==> config.mk <==
export PLATFORM = sky130hd
export DESIGN_NAME = posit_encode_pipe
export DESIGN_NICKNAME = d
export VERILOG_FILES = /design/src/rtl/posit_pkg.sv /design/src/rtl/DSR_right_N_S.sv /design/src/rtl/posit_round_sat.sv /design/src/rtl/posit_encode_pipe.sv
export SDC_FILE = /design/constraint.sdc
export NUM_CORES = 1
export LEC_CHECK = 0
export BUFFER_PORTS_ARGS = -buffer_cell sky130_fd_sc_hd__clkbuf_2
export CAP_MARGIN = 40
export CELL_PAD_IN_SITES_DETAIL_PLACEMENT = 1
export CELL_PAD_IN_SITES_GLOBAL_PLACEMENT = 1
export CORE_MARGIN = 1
export CORE_UTILIZATION = 50
export DETAILED_ROUTE_END_ITERATION = 12
export PLACE_DENSITY_LB_ADDON = 0.25
export SLEW_MARGIN = 5
export SYNTH_ARGS = -nofsm -noshare
export SYNTH_HDL_FRONTEND = slang
export SYNTH_HIERARCHICAL = 1
export SYNTH_SLANG_ARGS = --single-unit
==> constraint.sdc <==
create_clock -name clk -period 7.75 [get_ports clk]
set_input_delay 0.775 -clock clk [delete_from_list [all_inputs] [get_ports clk]]
set_output_delay 0.775 -clock clk [all_outputs]
set_load 0.02 [all_outputs]
==> src/rtl/posit_pkg.sv <==
// Shared types and constants for the posit encode path.
package posit_pkg;

  // Ceiling log2 for elaboration-time sizing (log2(1) = 0).
  function automatic int log2(input int v);
    int r;
    r = 0;
    for (int i = 0; i < 31; i++) begin
      if ((1 << i) < v) r = i + 1;
    end
    return r;
  endfunction

  localparam int POSIT_N  = 16;
  localparam int POSIT_ES = 2;
  localparam int POSIT_BS = log2(POSIT_N);

  localparam logic [POSIT_N-1:0] POSIT_ZERO        = '0;
  localparam logic [POSIT_N-1:0] POSIT_NAR         = {1'b1, {(POSIT_N-1){1'b0}}};
  localparam logic [POSIT_N-2:0] POSIT_MAXPOS_BODY = '1;
  localparam logic [POSIT_N-2:0] POSIT_MINPOS_BODY = {{(POSIT_N-2){1'b0}}, 1'b1};

  // Stage-1 payload: truncated body plus everything needed to round it.
  typedef struct packed {
    logic               sign;
    logic [POSIT_N-2:0] body;
    logic               guard;
    logic               sticky;
    logic               zero;
    logic               nar;
  } s1_t;

endpackage

==> src/rtl/DSR_right_N_S.sv <==
// Logarithmic logical right shifter: N-bit data, S-bit shift amount.
module DSR_right_N_S #(
  parameter int N = 32,
  parameter int S = 5
) (
  input  logic [N-1:0] a,
  input  logic [S-1:0] b,
  output logic [N-1:0] c
);

  logic [N-1:0] stage [S+1];

  assign stage[0] = a;

  // Each level shifts by a power of two when its amount bit is set.
  genvar gi;
  generate
    for (gi = 0; gi < S; gi++) begin : g_stage
      assign stage[gi+1] = b[gi] ? (stage[gi] >> (1 << gi)) : stage[gi];
    end
  endgenerate

  assign c = stage[S];

endmodule

==> src/rtl/posit_round_sat.sv <==
// Stage-2 combinational logic: RNE increment, clamp, negate, special-case mux.
module posit_round_sat
  import posit_pkg::*;
(
  input  s1_t                s1,
  output logic [POSIT_N-1:0] word
);

  localparam int N = POSIT_N;

  logic         round_up;
  logic [N-1:0] sum;
  logic [N-2:0] body_sat;
  logic [N-1:0] magnitude;

  assign round_up = s1.guard & (s1.body[0] | s1.sticky);
  assign sum      = {1'b0, s1.body} + N'(round_up);

  // Carry out of the body would alias NaR; a zero body would alias zero.
  always_comb begin
    body_sat = sum[N-2:0];
    if (sum[N-1]) begin
      body_sat = POSIT_MAXPOS_BODY;
    end else if (sum[N-2:0] == '0) begin
      body_sat = POSIT_MINPOS_BODY;
    end
  end

  assign magnitude = {1'b0, body_sat};

  // Specials override everything; otherwise negate the whole word for sign.
  always_comb begin
    word = s1.sign ? (~magnitude + N'(1)) : magnitude;
    if (s1.nar) begin
      word = POSIT_NAR;
    end else if (s1.zero) begin
      word = POSIT_ZERO;
    end
  end

endmodule

==> src/rtl/posit_encode_pipe.sv <==
// Two-stage posit encoder with valid/ready flow control.
// S1 builds the magnitude string and truncates it; S2 rounds and negates.
module posit_encode_pipe
  import posit_pkg::*;
#(
  parameter int N  = POSIT_N,
  parameter int es = POSIT_ES,
  parameter int Bs = log2(N)
) (
  input  logic          clk,
  input  logic          rst,
  input  logic          in_valid,
  output logic          in_ready,
  input  logic          in_sign,
  input  logic          in_rc,
  input  logic [Bs-1:0] in_regime,
  input  logic [es-1:0] in_exp,
  input  logic [N-es-1:0] in_mant,
  input  logic          in_sticky,
  input  logic          in_zero,
  input  logic          in_nar,
  output logic          out_valid,
  input  logic          out_ready,
  output logic [N-1:0]  out_posit
);

  // The string never exceeds 2N bits when not saturating, so nothing is lost.
  localparam int L  = 2 * N;
  localparam int SW = Bs + 1;

  logic         s1_valid_reg;
  s1_t          s1_reg;
  s1_t          s1_next;
  logic         out_valid_reg;
  logic [N-1:0] out_posit_reg;
  logic [N-1:0] round_word;
  logic         s2_load;
  logic         s1_load;

  logic [SW-1:0] run_len;
  logic [L-1:0]  seed;
  logic [L-1:0]  payload;
  logic [L-1:0]  shifted;
  logic [L-1:0]  mag_string;
  logic          sat_max;
  logic          sat_min;

  assign s2_load  = !out_valid_reg || out_ready;
  assign s1_load  = !s1_valid_reg || s2_load;
  assign in_ready = s1_load && !rst;

  // Regime run: rc=1 gives regime+1 ones, rc=0 gives regime zeros; the
  // terminator is the complement of the run bit and leads the payload.
  assign run_len = in_rc ? (SW'(in_regime) + SW'(1)) : SW'(in_regime);
  assign seed    = {L{in_rc}};
  assign payload = {~in_rc, in_exp, in_mant, {(N-1){1'b0}}};

  // Shifting the seed-inverted payload then re-inverting fills with the run bit.
  DSR_right_N_S #(.N(L), .S(SW)) u_regime_shift (
    .a (payload ^ seed),
    .b (run_len),
    .c (shifted)
  );

  assign mag_string = shifted ^ seed;
  assign sat_max    = in_rc && (in_regime >= Bs'(N-2));
  assign sat_min    = !in_rc && (in_regime >= Bs'(N-1));

  // Truncate the string into body/guard/sticky, or pin the saturated body.
  always_comb begin
    s1_next.sign   = in_sign;
    s1_next.zero   = in_zero;
    s1_next.nar    = in_nar;
    s1_next.body   = mag_string[L-1 -: N-1];
    s1_next.guard  = mag_string[L-N];
    s1_next.sticky = (|mag_string[L-N-1:0]) | in_sticky;
    if (sat_max) begin
      s1_next.body   = POSIT_MAXPOS_BODY;
      s1_next.guard  = 1'b0;
      s1_next.sticky = 1'b0;
    end else if (sat_min) begin
      s1_next.body   = POSIT_MINPOS_BODY;
      s1_next.guard  = 1'b0;
      s1_next.sticky = 1'b0;
    end
  end

  // S1 register: advances whenever it is empty or S2 can take its contents.
  always_ff @(posedge clk) begin
    if (rst) begin
      s1_valid_reg <= 1'b0;
    end else if (s1_load) begin
      s1_valid_reg <= in_valid;
      if (in_valid) s1_reg <= s1_next;
    end
  end

  posit_round_sat u_round_sat (
    .s1   (s1_reg),
    .word (round_word)
  );

  // S2 register: holds the result steady while downstream stalls.
  always_ff @(posedge clk) begin
    if (rst) begin
      out_valid_reg <= 1'b0;
      out_posit_reg <= '0;
    end else if (s2_load) begin
      out_valid_reg <= s1_valid_reg;
      if (s1_valid_reg) out_posit_reg <= round_word;
    end
  end

  assign out_valid = out_valid_reg;
  assign out_posit = out_posit_reg;

endmodule

==> out/summary.txt <==
FF+latch count, synth = 38
Slew @ Worst Pin = 0.853 ns
RR Startpoint = s1_reg[4]
Yosys warnings = 6
Die area = 0.0100 mm^2
Status = finished clean
Max-cap viol count = 0
Root Buffer = clkbuf_8
Critical path cell sequence = buf_4 > buf_16 > xor2_4 > buf_4 > mux4_2 > a222oi_1 > a2bb2oi_1 > o21ai_1 > nor4_1 > nand3_1 > o31ai_1 > a21oi_1
Number of global-route vias before repair = 4317
Largest register FFs = 20
Max Fanout on Critical Path = 60
CTS Buf Count = 5
Post-CTS Resized = 0
Final Hold Fails = 0
Asr flop ratio synth = 0
Drt total wl = 13300 um
CP startpoint kind = primary input
HPWL Detailed = 10400 um
Fin crit period = 4.29 ns
CTS Sinks = 38
Initial Utilization = 0.517
DR DRC count = 0
# setup viols final = 0
F_max = 233 MHz
Pwr/cell area = 144 mW/mm^2
Area grow syn2layout = 6.28%
Drt first pass iters = 4
Syn avg cell area = 8.71 um^2
IO Pins = 47
Via count = 4386
Initial antenna violation count = 0
Post-synth EDFFs = 20
RSZ-0062 raised after global routing = no
R2R depth = 15
Seq/Total Area, Yosys = 0.200
Setup_tns = 0 ns
Hold WS = 0.457 ns
Highest routed metal layer = met4
Worst VDD drop = 0.0000628 V
Crit-path most repeated cell = buf_4
WS Path Type = in -> reg
Worst slew margin = 0.427
Worst EP required = 7.76 ns
Row count = 35
ANT nets after route = 0
Total Nets Final = 605
Ant. Diodes = 0
R2r setup slk = 3.90 ns
Met1 wire length = 5420 um
H-tree levels = 2
WL met2 = 7210 um
Post-Synthesis Cells = 551
Tot GR Track Use = 0.272
Drt first-iter violations = 147
PortBufs = 46
Clock transition at path regs = 0.08 ns
Die Y = 100 um
Main synth FF type = edfxtp_1
Worst Skew = 0.0132 ns
Avg WL per Cell = 18.9 um
Mapped Area = 0.00480 mm^2
CP arrival = 4.30 ns
CP Capture Point = s1_reg[2]
Congestion Overflow GR = 0
Hold-fix buffers, CTS = 0
Core ar. = 0.00928 mm^2
Critical path's largest stage delay = 0.62 ns
Via/cell ratio = 6.26
Final Max Slew Viols = 0
Slowest-stage cell, CP = a222oi_1
Commonest non-fill, non-tap cells in the layout = nand2_1, nor2_1, clkbuf_2
Final worst-path cycle share = 0.553
Setup crit end kind = register
Fill count = 1149
Die X-Extent = 100 um
RD Place Congestion = 0.999
Clock Path Buffers = 2
Most common cell after layout, fill and taps aside = nand2_1
Post-CTS Setup Inserts = 0
DR WL met3 = 295 um
Pin count of the biggest net entering global routing = 61
First-pass GRT wire length = 21500 um
Clock Latency Late Sink = 0.29 ns
CP Launch Point = in_rc
CTS tree = yes
Static Leak = 1.84 nW
Worst hold-check path type = reg -> reg
Critical R2R Capture = out_posit[14]
Layout cells sized above 1 = 0.217
Yosys cell types = 82
-- power breakdown --
group	internal [mW]	switching, mW	leakage (nW)
Clock	0.0717	0.0678	0.0515
Sequential	0.228	0.0159	0.333
Combinational	0.152	0.201	1.46
-- cell type report --
class / count / area, um^2 / share of cell area
multi-input combinational: 467 / 3560 / 0.697
sequential: 38 / 961 / 0.188
timing repair buffer: 53 / 305 / 0.0598
tap: 129 / 161 / 0.0316
clock buffer: 6 / 82.6 / 0.0162
inverter: 6 / 22.5 / 0.00441
clock inverter: 2 / 11.3 / 0.00221
-- synth_stat cells (3+ instances only) --
master     count  share of area
a211oi_1      11          0.017
o31a_1         3         0.0055
buf_4          8          0.013
nor3_2         3         0.0063
o21a_1         6         0.0094
nand2b_1      10          0.013
nand2_1       69          0.054
xnor2_1       28          0.051
nor4_1        10          0.013
buf_6         10          0.023
or2_2          5         0.0065
buf_1          4         0.0031
and2_1         3         0.0039
nor3_1        15          0.016
edfxtp_1      20           0.13
mux4_1         6          0.033
nand3_1       11          0.011
o22ai_1        7         0.0091
nor2_1        47          0.037
a21oi_1       34          0.035
mux4_2        19          0.089
xor2_1        21          0.038
buf_2          7         0.0073
o21ai_0       22          0.023
mux2_2        16          0.038
o211ai_1       8          0.013
a22oi_1        7          0.011
nand4_1       10          0.013
o31ai_1        8          0.013
inv_1          4         0.0031
and3_1         3         0.0039
dfxtp_1       18          0.075
clkbuf_1      11         0.0086
a2bb2oi_1      3         0.0055
nor2b_1        3         0.0039
mux2i_1       20          0.042
nand4b_1       3         0.0055
ha_1           5          0.013
-- metrics by stage --
stage,cells,power [mW],setup WS [ns],area (um^2),util
floorplan,554,0.521,4.22,4810,-
global placement,691,0.583,3.25,4970,0.536
detailed placement,693,0.597,3.22,5010,0.539
CTS,701,0.739,3.53,5100,0.550
global route,701,0.780,3.26,5100,0.550
finish,701,0.736,3.46,5100,0.550
-- per-layer routing --
layer / track usage / vias up
met1: 0.310 / 2147
met5: 0 / -
met3: 0.0244 / 26
li1: - / 2118
met2: 0.527 / 95
met4: 0.0970 / 0
-- logic make-up (layout without fill, tap and decap cells) --
logic type | Yosys count | after routing | synth area share
XOR/XNOR | 49 | 49 | 0.0894
buffers and inverters | 49 | 67 | 0.0680
other | 1 | 4 | 0.000781
flip-flops | 38 | 38 | 0.200
adder cells (fa/ha/maj) | 5 | 5 | 0.0130
AND/OR/NAND/NOR | 210 | 210 | 0.227
AO/OA/AOI/OAI | 137 | 137 | 0.197
multiplexers | 62 | 62 | 0.204
-- worst max-delay path: cells and delay by family --
| kind | cells | cell delay (ns) |
|---|---|---|
| AOI/OAI and AO/OA | 5 | 1.15 |
| xor gates and xnor gates | 1 | 0.15 |
| buffers and inverters | 3 | 1.16 |
| muxes | 1 | 0.59 |
| and+or+nand+nor | 2 | 0.41 |
-- worst min path at each step --
stage	endpoint	slack [ns]	from	cells past startpoint
after global routing	out_posit[8]	0.48	out_posit[8]	2
after floorplan	out_valid	0.50	s1_valid_reg	2
final	out_posit[8]	0.46	out_posit[8]	2
after CTS	out_posit[8]	0.46	out_posit[8]	2
after global placement	out_posit[8]	0.44	out_posit[8]	2
after detailed placement	out_posit[8]	0.45	out_posit[8]	2
Power figures use the tool's default switching activity.
